**src/rtl/chunked_add_sub_if.sv**
```systemverilog
// Request/result bundle for the chunked adder/subtractor.
// The master side launches operations; the slave side reports results and flags.
interface chunked_add_sub_if #(
    parameter int WIDTH = 32
);
    logic             START;
    logic             SnA;
    logic [WIDTH-1:0] A;
    logic [WIDTH-1:0] B;
    logic             BUSY;
    logic             DONE;
    logic [WIDTH-1:0] Y;
    logic             CO;
    logic             OV;
    logic             ZERO;

    modport master (
        output START, SnA, A, B,
        input  BUSY, DONE, Y, CO, OV, ZERO
    );

    modport slave (
        input  START, SnA, A, B,
        output BUSY, DONE, Y, CO, OV, ZERO
    );
endinterface

```
**src/rtl/chunked_add_sub.sv**
```systemverilog
// Multi-cycle WIDTH-bit add/subtract, CHUNK bits per clock with a registered carry.
// Y and the flags update only on the completion edge, so partial sums never leak out.
module chunked_add_sub #(
    parameter int WIDTH = 32,
    parameter int CHUNK = 8
) (
    input  logic           CLK,
    input  logic           RST,
    chunked_add_sub_if.slave bus
);
    localparam int N  = WIDTH / CHUNK;
    localparam int CW = (N > 1) ? $clog2(N) : 1;

    typedef enum logic [1:0] {
        S_IDLE = 2'd0,
        S_RUN  = 2'd1,
        S_DONE = 2'd2
    } state_t;

    state_t           state_q, state_d;
    logic [WIDTH-1:0] a_q, a_d;
    logic [WIDTH-1:0] b_q, b_d;
    logic [WIDTH-1:0] acc_q, acc_d;
    logic [WIDTH-1:0] y_q, y_d;
    logic [CW-1:0]    cnt_q, cnt_d;
    logic             carry_q, carry_d;
    logic             co_q, co_d;
    logic             ov_q, ov_d;
    logic             zero_q, zero_d;

    logic [CHUNK-1:0] a_c, b_c;
    logic [CHUNK:0]   sum;
    logic             cin_msb;
    logic [WIDTH-1:0] acc_wr;
    logic             last;

    always_comb begin
        a_c    = '0;
        b_c    = '0;
        acc_wr = acc_q;
        for (int i = 0; i < N; i++) begin
            if (cnt_q == CW'(i)) begin
                a_c = a_q[i*CHUNK +: CHUNK];
                b_c = b_q[i*CHUNK +: CHUNK];
            end
        end
        sum     = {1'b0, a_c} + {1'b0, b_c} + {{CHUNK{1'b0}}, carry_q};
        // top bit of the last chunk is bit WIDTH-1; recover its carry-in
        cin_msb = a_c[CHUNK-1] ^ b_c[CHUNK-1] ^ sum[CHUNK-1];
        for (int i = 0; i < N; i++) begin
            if (cnt_q == CW'(i)) begin
                acc_wr[i*CHUNK +: CHUNK] = sum[CHUNK-1:0];
            end
        end
        last = (cnt_q == CW'(N - 1));
    end

    always_comb begin
        state_d = state_q;
        a_d     = a_q;
        b_d     = b_q;
        acc_d   = acc_q;
        y_d     = y_q;
        cnt_d   = cnt_q;
        carry_d = carry_q;
        co_d    = co_q;
        ov_d    = ov_q;
        zero_d  = zero_q;
        unique case (state_q)
            S_IDLE, S_DONE: begin
                state_d = S_IDLE;
                if (bus.START) begin
                    a_d     = bus.A;
                    b_d     = bus.B ^ {WIDTH{bus.SnA}};
                    carry_d = bus.SnA;
                    cnt_d   = '0;
                    state_d = S_RUN;
                end
            end
            S_RUN: begin
                acc_d   = acc_wr;
                carry_d = sum[CHUNK];
                if (last) begin
                    y_d     = acc_wr;
                    co_d    = sum[CHUNK];
                    ov_d    = cin_msb ^ sum[CHUNK];
                    zero_d  = (acc_wr == '0);
                    state_d = S_DONE;
                end else begin
                    cnt_d = cnt_q + 1'b1;
                end
            end
            default: state_d = S_IDLE;
        endcase
    end

    always_ff @(posedge CLK) begin
        if (!RST) begin
            state_q <= S_IDLE;
            a_q     <= '0;
            b_q     <= '0;
            acc_q   <= '0;
            y_q     <= '0;
            cnt_q   <= '0;
            carry_q <= 1'b0;
            co_q    <= 1'b0;
            ov_q    <= 1'b0;
            zero_q  <= 1'b1;
        end else begin
            state_q <= state_d;
            a_q     <= a_d;
            b_q     <= b_d;
            acc_q   <= acc_d;
            y_q     <= y_d;
            cnt_q   <= cnt_d;
            carry_q <= carry_d;
            co_q    <= co_d;
            ov_q    <= ov_d;
            zero_q  <= zero_d;
        end
    end

    assign bus.BUSY = (state_q == S_RUN);
    assign bus.DONE = (state_q == S_DONE);
    assign bus.Y    = y_q;
    assign bus.CO   = co_q;
    assign bus.OV   = ov_q;
    assign bus.ZERO = zero_q;
endmodule

```
**src/flat_wrapper.sv**
```systemverilog
// flat-port wrapper written by rule: the top's interface ports become plain ports
module chunked_add_sub_flat 
#(
    parameter int WIDTH = 32,
    parameter int CHUNK = 8
)
  (CLK, RST, bus_START, bus_SnA, bus_A, bus_B, bus_BUSY, bus_DONE, bus_Y, bus_CO, bus_OV, bus_ZERO);
  chunked_add_sub_if #(.WIDTH(WIDTH)) bus_i ();
  input  logic CLK;
  input  logic RST;
  input wire logic [$bits(bus_i.START)-1:0] bus_START;
  input wire logic [$bits(bus_i.SnA)-1:0] bus_SnA;
  input wire logic [$bits(bus_i.A)-1:0] bus_A;
  input wire logic [$bits(bus_i.B)-1:0] bus_B;
  output wire logic [$bits(bus_i.BUSY)-1:0] bus_BUSY;
  output wire logic [$bits(bus_i.DONE)-1:0] bus_DONE;
  output wire logic [$bits(bus_i.Y)-1:0] bus_Y;
  output wire logic [$bits(bus_i.CO)-1:0] bus_CO;
  output wire logic [$bits(bus_i.OV)-1:0] bus_OV;
  output wire logic [$bits(bus_i.ZERO)-1:0] bus_ZERO;
  assign bus_i.START = bus_START;
  assign bus_i.SnA = bus_SnA;
  assign bus_i.A = bus_A;
  assign bus_i.B = bus_B;
  assign bus_BUSY = bus_i.BUSY;
  assign bus_DONE = bus_i.DONE;
  assign bus_Y = bus_i.Y;
  assign bus_CO = bus_i.CO;
  assign bus_OV = bus_i.OV;
  assign bus_ZERO = bus_i.ZERO;
  chunked_add_sub #(.WIDTH(WIDTH), .CHUNK(CHUNK)) u_core (.CLK(CLK), .RST(RST), .bus(bus_i));
endmodule
```
**config.mk**
```make
export PLATFORM = sky130hd
export DESIGN_NAME = chunked_add_sub_flat
export DESIGN_NICKNAME = d
export VERILOG_FILES = /design/src/rtl/chunked_add_sub_if.sv /design/src/rtl/chunked_add_sub.sv /design/src/flat_wrapper.sv
export SDC_FILE = /design/constraint.sdc
export NUM_CORES = 1
export LEC_CHECK = 0
export CAP_MARGIN = 20
export CORE_UTILIZATION = 30
export CTS_BUF_LIST = sky130_fd_sc_hd__clkbuf_8
export DETAILED_ROUTE_END_ITERATION = 8
export PLACE_DENSITY = 0.5
export SETUP_SLACK_MARGIN = 0.1
export SKIP_LAST_GASP = 1
export SLEW_MARGIN = 20
export SYNTH_ARGS = -nofsm -noshare
export SYNTH_HDL_FRONTEND = slang
export SYNTH_SLANG_ARGS = --single-unit
```
**constraint.sdc**
```tcl
create_clock -name CLK -period 4.7 [get_ports CLK]
set_input_delay 1.175 -clock CLK [delete_from_list [all_inputs] [get_ports CLK]]
set_output_delay 1.175 -clock CLK [all_outputs]
set_load 0.05 [all_outputs]
```
# Word level (Yosys, flattened, before mapping)
# Cells that the tools add are included.
# W data, S select, Z words.
dict set report word_totals {
  reg_bits 136
  input_bits 68
  out_inout_bits 37
  elab_cells 54
}
dict set report classes {
  addsub 3
  n_eq_ne 8
  n_mux 20
  bitwise_logic 4
  n_reduce_logical 9
}
# op n
set op_table {}
lappend op_table {{$mux W8} 12}
lappend op_table {{$logic_not A32 Y1} 1}
lappend op_table {{$xor A32 B32 Y32} 1}
lappend op_table {{$add A8 B8 Y9} 1}
lappend op_table {{$add A9 B1 Y9} 1}
lappend op_table {{$pmux W2 S2} 2}
lappend op_table {{$eq A2 B2 Y1 const B} 3}
lappend op_table {{$mux W2} 3}
lappend op_table {{$reduce_and A2 Y1} 3}
lappend op_table {{$eq A2 B1 Y1 const B} 2}
lappend op_table {{$logic_not A2 Y1} 2}
lappend op_table {{$ne A2 B2 Y1 const B} 2}
lappend op_table {{$reduce_and A3 Y1} 1}
lappend op_table {{$xor A1 B1 Y1} 3}
lappend op_table {{$add A2 B1 Y2 const B} 1}
lappend op_table {{$mux W1} 2}
lappend op_table {{$ne A2 B1 Y1 const B} 1}
lappend op_table {{$pmux W1 S2} 1}
lappend op_table {{$reduce_bool A2 Y1} 1}
lappend op_table {{$reduce_or A2 Y1} 1}

# Longest topological paths before layout
# Gate-level depths: netlist of the first run.
dict set report logic_depth {
  ltp_word 9
  ltp_mapped 19
  ltp_nobuf 16
}

# Least setup slack after synthesis of the first run
# No wires, ideal clock.
dict set report synth_path {
  path_kind {register to register}
  start {register u_core.cnt_q[0]}
  end {register u_core.zero_q, in the netlist u_core.bus.ZERO}
  setup_time_ns 0.087
  arrival_ns 3.678
  required_time_ns 4.613
  slack_ns 0.935
  stages_incl_launch_ff 16
  n_path_buf 2
  period_less_slack_ns 3.765
  cell_sequence {dfxtp_1 > inv_1 > ha_1 > buf_1 > buf_1 > nor2_1 > a21oi_1 > o21ai_0 > fa_1 > fa_1 > a21o_1 > a211oi_2 > o21ai_0 > a2111oi_2 > nand4_1 > o31ai_1}
}
dict set report synth_via {
  elab_chain_cells 9
  word_cells_on_any_way 20
  classes_between {add/sub (2); eq/ne (3); mux (12); reduce/logical (3)}
}
# item line
set synth_lines {}
lappend synth_lines {{start, declared} chunked_add_sub.sv:25} ;# logic [CW-1:0] cnt_q, cnt_d;
lappend synth_lines {{start signal, assigned} chunked_add_sub.sv:115} ;# cnt_q <= cnt_d;
lappend synth_lines {{$logic_not A2 Y1} {chunked_add_sub.sv:42, chunked_add_sub.sv:51}}
lappend synth_lines {{$mux W8 (4 in a row)} chunked_add_sub.sv:42} ;# if (cnt_q == CW'(i)) begin
lappend synth_lines {{$add A8 B8 Y9} chunked_add_sub.sv:47} ;# sum = {1'b0, a_c} + {1'b0, b_c} + {{CHUNK{1'b0}}, carry_q};
lappend synth_lines {{$add A9 B1 Y9} chunked_add_sub.sv:47}
lappend synth_lines {{$mux W8} chunked_add_sub.sv:51} ;# if (cnt_q == CW'(i)) begin
lappend synth_lines {{$logic_not A32 Y1} chunked_add_sub.sv:87} ;# zero_d = (acc_wr == '0);
lappend synth_lines {{end signal, assigned} chunked_add_sub.sv:119} ;# zero_q <= zero_d;
lappend synth_lines {{end, declared} chunked_add_sub.sv:29} ;# logic zero_q, zero_d;
# Several ways; a longest one is shown, not always the timed one.
# A chain may end at the register's enable or synchronous reset.

# Final worst setup path of the first run
dict set report layout_path {
  start {register u_core.cnt_q[1]}
  end {register u_core.zero_q, in the netlist u_core.bus.ZERO}
}
# The elaborated chain is that of the path after synthesis.

==> results by group, run 1 <==
CTS
  – Worst-path clk slew: 0.08 ns
  – CTS tree: yes
  – Clk buf depth: 2
  – PostCTS Resize Cnt: 0
  – Clock sinks: 131
  – Later-pin clock latency in the skew report: 0.46 ns
  – Hold_buf cts: 0
  – Post-CTS Setup Repair Bufs: 0
  – Root Driver: clkbuf_8
  – H-tree depth: 4
  – CTS buffer count: 17

Floorplan
  – Rows: 52
  – Initial core utilization: 30.9%
  – Ports: 105
  – Die footprint: 21,500 um2
  – Core area: 20,400 um2
  – Die height: 147 um
  – Die Wd: 147 um

Timing
  – Final Hold Viols: 0
  – Fmax: 241 MHz
  – Final worst-path cycle share: 88.1%
  – Slew Limit Fails: 0
  – Layout Skew: 0.0113 ns
  – Final Setup Violations: 0
  – Pin slew with the least headroom to its limit: 0.932 ns
  – Final setup margin: 0.558 ns
  – Setup TNS: 0 ns
  – Minimum clock period: 4.14 ns
  – Unrepaired setup endpoints after global routing: false
  – Hold WS: 0.454 ns
  – Worst rel slew slack: 37.7%

Logic synthesis
  – Syn Area/Cell: 7.97 um2
  – Mapped cell area: 6290 um2
  – Synth unique cells: 56
  – Sequential element share of the synthesized area: 41.7%
  – Cells after synthesis: 789
  – Post-synth EDFFs: 0
  – Synthesized net count: 870
  – Synthesized flop and latch total: 131
  – Top FF cell, synth: dfxtp_1
  – Warnings, synthesis: 0
  – Post-synth ARST share: 0%

Finish
  – Fin util: 38.8%
  – Layout cells sized above 1: 7.35%
  – Nets: 939
  – Synth-to-layout area growth: 25.6%
  – Final Cell Area: 7900 um2
  – Ant diodes: 0
  – Cell Count, Final, Fillers Out: 1,141
  – Fillers: 2,151
  – Most frequent cells in the layout: dfxtp_1, nand2_1, a21oi_1
  – Commonest non-fill, non-tap cell in the layout: dfxtp_1

Setup path
  – CP Capture Type: flip-flop
  – WS Path Type: reg -> reg
  – Worst stage delay on the critical path: 0.50 ns
  – CP Data Required Time: 5.08 ns
  – Critical path peak fanout: 11
  – Worst-path cell chain: inv_1 > ha_2 > inv_1 > and3_1 > a21oi_1 > nor2_1 > a21oi_1 > o21ai_0 > fa_1 > fa_1 > a21o_1 > a211oi_2 > o21ai_0 > a2111oi_2 > nand4_1 > o31ai_1
  – Crit path launch type: flip-flop
  – Crit path max-delay cell type: fa_1
  – Crit path arrival time: 4.52 ns

Global route
  – Largest net degree at the start of global routing: 73
  – Gr usage total: 16.5%
  – Aggregate global routing overflow: 0
  – Vias in the first global route: 5,161
  – First-pass GRT wire length: 27,600 um
  – Initial antenna violation count: 0

Route
  – WL final: 17,400 um
  – DRT iter0 DRCs: 393
  – Via/cell ratio: 4.78
  – Via count: 5,455
  – WL per Instance: 15.2 um
  – DR DRC count: 0
  – Drt first pass iters: 5
  – Routed Antenna Nets: 0

Placement
  – Placed inst area: 7470 um2
  – GP Congestion: 0.806
  – Pre-CTS WS: 0.444 ns
  – # port buffers: 104
  – Cell total after placement: 1,109
  – Hpwl dp: 12,100 um

Flow run
  – Max-cap viol count: 0

Pwr
  – P_leak: 2.81 nW
  – Power Density: 346 nW/um2
  – Max VDD drop: 0.173 mV
  – Total Power: 2.73 mW

Min path
  – Worst hold path type: reg -> reg

Run status
  – Outcome: completed
[area by class of cell]
cell class | instances | area, um2 | share of cell area, %
clock buffer | 19 | 262 | 3.31
clock inverter | 13 | 160 | 2.03
inverter | 6 | 23.8 | 0.301
multi-input combinational | 585 | 3350 | 42.4
sequential | 131 | 2620 | 33.2
tap | 270 | 338 | 4.28
timing repair buffer | 117 | 1150 | 14.5
[path summary, 6_finish.rpt]
path / from / to / slack [ns] / depth (start not counted)
worst min-delay path: u_core.acc_q[16] / u_core.acc_q[16] / 0.45 / 2
worst min register to register: u_core.acc_q[16] / u_core.acc_q[16] / 0.45 / 2
worst max register to register: u_core.cnt_q[1] / u_core.bus.ZERO / 0.56 / 16
worst max-delay path: u_core.cnt_q[1] / u_core.bus.ZERO / 0.56 / 16
[synthesized netlist by cell type, drive strengths merged (3+ instances only)]
| cell type | n | share of area, % |
|---|---|---|
| dfxtp | 131 | 42 |
| nand2 | 124 | 7.4 |
| a21oi | 112 | 8.9 |
| nor2 | 109 | 6.5 |
| a211oi | 54 | 6.6 |
| clkbuf | 49 | 2.9 |
| xnor2 | 35 | 5.0 |
| o21ai | 25 | 2.0 |
| mux2i | 19 | 3.0 |
| and3 | 17 | 1.7 |
| buf | 17 | 1.8 |
| nand3 | 12 | 0.96 |
| ha | 11 | 2.2 |
| nand2b | 7 | 0.82 |
| a311oi | 6 | 0.84 |
| inv | 6 | 0.36 |
| nor3 | 6 | 0.48 |
| nor2b | 5 | 0.50 |
| o211ai | 4 | 0.48 |
| a21o | 3 | 0.36 |
| or2 | 3 | 0.30 |
[sequential cells by signal, summed over array words and instances, names as in the netlist]
register / count
u_core.carry_q: 1
u_core.acc_q: 27
u_core.cnt_q: 2
u_core.b_q: 32
u_core.a_q: 32
u_core.bus.Y: 32
u_core.state_q: 2
u_core.bus.ZERO: 1
u_core.bus.CO: 1
u_core.bus.OV: 1
[metal layers]
layer / global-route usage (%) / vias up / routed length, um
met5: 0 / - / 0
met4: 5.16 / 0 / 263
met3: 4.13 / 19 / 688
met2: 25.9 / 117 / 7950
met1: 22.1 / 2450 / 8470
li1: - / 2869 / -
[cells by family (layout without fill, tap and decap cells)]
family	Yosys count	after routing	synth area share, %
AOI/OAI and AO/OA	224	224	22.1
xor gates and xnor gates	35	35	5.00
adders and majority gates	13	13	2.83
buffers and inverters	73	155	5.25
DFF	131	131	41.7
muxes	19	19	3.03
and+or+nand+nor	294	294	20.1
[report_power, final]
group | total [mW] | switching [mW] | internal, mW
Sequential | 1.20 | 0.0333 | 1.16
Combinational | 0.518 | 0.302 | 0.216
Clock | 1.02 | 0.466 | 0.550
[critical path: cells and delay by family, from the launching register on]
kind	cells	cell delay, ns
adder cells (fa/ha/maj)	3	1.27
flip-flops	1	0.33
AO/OA/AOI/OAI	8	1.76
AND/OR/NAND/NOR	3	0.41
buffers and inverters	2	0.31
(Power assumes the default switching activity.)
==> run 2: changes to the inputs <==
- SLEW_MARGIN: 20 -> 30
==> results of run 2 <==
Same layout as run 1: the final DEF is identical, and so are final timing and power.
==> run 3: changes to the inputs <==
- SETUP_SLACK_MARGIN: 0.1 -> 0.5
==> results by group, run 3 (synthesis gave the netlist of run 1 again) <==
Run status
  – Outcome: completed (unchanged)

Finish
  – Synth-to-layout area growth: 26.7% (was 25.6%)
  – Commonest non-fill, non-tap cell in the layout: dfxtp_1 (unchanged)
  – Cell Count, Final, Fillers Out: 1,145 (was 1,141)
  – Ant diodes: 0 (unchanged)
  – Most frequent cells in the layout: dfxtp_1, nand2_1, a21oi_1 (unchanged)
  – Nets: 943 (was 939)
  – Layout cells sized above 1: 8.11% (was 7.35%)
  – Fillers: 2,147 (was 2,151)

Placement
  – # port buffers: 104 (unchanged)
  – Hpwl dp: 12,100 um (unchanged)
  – GP Congestion: 0.806 (unchanged)
  – Pre-CTS WS: 0.444 ns (unchanged)
  – Cell total after placement: 1,109 (unchanged)

Timing
  – Pin slew with the least headroom to its limit: 0.917 ns (was 0.932 ns)
  – Unrepaired setup endpoints after global routing: false (unchanged)
  – Fmax: 256 MHz (was 241 MHz)
  – Minimum clock period: 3.91 ns (was 4.14 ns)
  – Final setup margin: 0.787 ns (was 0.558 ns)
  – Final worst-path cycle share: 83.3% (was 88.1%)
  – Slew Limit Fails: 0 (unchanged)
  – Setup TNS: 0 ns (unchanged)
  – Worst rel slew slack: 38.7% (was 37.7%)
  – Final Setup Violations: 0 (unchanged)
  – Layout Skew: 0.0108 ns (was 0.0113 ns)
  – Final Hold Viols: 0 (unchanged)
  – Hold WS: 0.453 ns (was 0.454 ns)

Route
  – Via count: 5,453 (was 5,455)
  – Via/cell ratio: 4.76 (was 4.78)
  – DR DRC count: 0 (unchanged)
  – DRT iter0 DRCs: 391 (was 393)
  – Drt first pass iters: 4 (was 5)
  – WL per Instance: 15.1 um (was 15.2 um)
  – Routed Antenna Nets: 0 (unchanged)
  – WL final: 17,300 um (was 17,400 um)

Floorplan
  – Core area: 20,400 um2 (unchanged)
  – Initial core utilization: 30.9% (unchanged)
  – Die footprint: 21,500 um2 (unchanged)
  – Die Wd: 147 um (unchanged)
  – Ports: 105 (unchanged)
  – Die height: 147 um (unchanged)
  – Rows: 52 (unchanged)

Setup path
  – CP Capture Type: flip-flop (unchanged)
  – RR Endpoint: u_core.bus.ZERO (unchanged)
  – Crit path launch type: flip-flop (unchanged)
  – CP Data Required Time: 5.07 ns (was 5.08 ns)
  – Reg2reg start: u_core.cnt_q[1] (unchanged)
  – Critical path peak fanout: 6 (was 11)
  – Crit path arrival time: 4.29 ns (was 4.52 ns)
  – WS Path Type: reg -> reg (unchanged)
  – R2r worst-path depth: 16 (unchanged)
  – R2R setup slack: 0.79 ns (was 0.56 ns)

Min path
  – HP Start: u_core.acc_q[16] (unchanged)
  – Worst hold path type: reg -> reg (unchanged)
  – Hold depth: 2 (unchanged)
  – Hold EP: u_core.acc_q[16] (unchanged)

Global route
  – First-pass GRT wire length: 27,600 um (about the same)
  – Gr usage total: 16.5% (about the same)
  – Largest net degree at the start of global routing: 73 (unchanged)
  – Initial antenna violation count: 0 (unchanged)
  – Vias in the first global route: 5,164 (was 5,161)
  – Aggregate global routing overflow: 0 (unchanged)

CTS
  – Later-pin clock latency in the skew report: 0.45 ns (was 0.46 ns)
  – H-tree depth: 4 (unchanged)
  – Clk buf depth: 2 (unchanged)
  – Worst-path clk slew: 0.08 ns (about the same)
  – CTS tree: yes (unchanged)
  – CTS buffer count: 17 (unchanged)
  – Hold_buf cts: 0 (unchanged)
  – Root Driver: clkbuf_8 (unchanged)
  – Clock sinks: 131 (unchanged)

Pwr
  – P_leak: 2.83 nW (was 2.81 nW)
  – Max VDD drop: 0.168 mV (was 0.173 mV)
  – Power Density: 343 nW/um2 (was 346 nW/um2)

Flow run
  – Max-cap viol count: 0 (unchanged)
[run 3: cell types whose count changed in the layout (fill, tap and decap cells not counted), sizes merged]
cell      change
inv           -1
clkinvlp      +1
buf           +4
[run 3: layer usage]
layer  track usage, %  vias to the layer above  part of all wire (%)
met1             22.0                     2435                    48
met2             26.0                      124                    46
met4             5.16                        0                   1.4
met5                0                        -                     0
li1                 -                     2878                     -
met3             4.13                       16                   4.2
[run 3: repair_timing]
action                     CTS  global route
buffers inserted             0             4
setup endpoints to repair    1             4
pin swaps                    0             1
gates resized for setup      1             6
[run 3: worst max-delay path, stage by stage (launching register included)]
cell and delay [ns]:
dfxtp_1 0.35, inv_1 0.17, ha_4 0.21, clkinvlp_4 0.12
and3_1 0.18, a21oi_1 0.11, nor2_1 0.05, a21oi_1 0.11
o21ai_0 0.13, fa_1 0.50, fa_1 0.44, a21o_1 0.25
a211oi_4 0.33, o21ai_0 0.16, a2111oi_2 0.40, nand4_1 0.14
o31ai_1 0.20
[run 3: power breakdown]
| group | total [mW] | internal, mW | switching [mW] |
|---|---|---|---|
| logic | 0.528 | 0.222 | 0.305 |
| registers | 1.20 | 1.16 | 0.0334 |
| clock network | 1.01 | 0.550 | 0.460 |
[run 3: final cells by class]
class / instances / area [um2] / share of cell area (%)
multi-input combinational: 585 / 3380 / 42.4
sequential: 131 / 2620 / 33.0
timing repair buffer: 121 / 1180 / 14.8
tap: 270 / 338 / 4.24
clock buffer: 19 / 262 / 3.28
clock inverter: 13 / 160 / 2.01
inverter: 6 / 27.5 / 0.346
[run 3: through the flow]
stage                     total power, mW  utilization, %  cell area (um2)
after floorplan                      1.57               -             6290
after global placement               1.74            36.7             7470
after detailed placement             1.74            36.7             7470
after CTS                            2.76            38.8             7900
after global routing                 2.88            39.1             7960
final                                2.73            39.1             7960
[run 3: worst max path at each step]
stage	from	endpoint	slack, ns	cells past startpoint
final	u_core.cnt_q[1]	u_core.bus.ZERO	0.79	16
after global routing	u_core.cnt_q[1]	u_core.bus.ZERO	0.50	16
after CTS	u_core.cnt_q[0]	u_core.bus.ZERO	0.58	15
after detailed placement	u_core.cnt_q[1]	u_core.bus.ZERO	0.44	16
after global placement	u_core.cnt_q[0]	u_core.bus.ZERO	0.51	15
after floorplan	u_core.cnt_q[0]	u_core.bus.ZERO	0.94	15
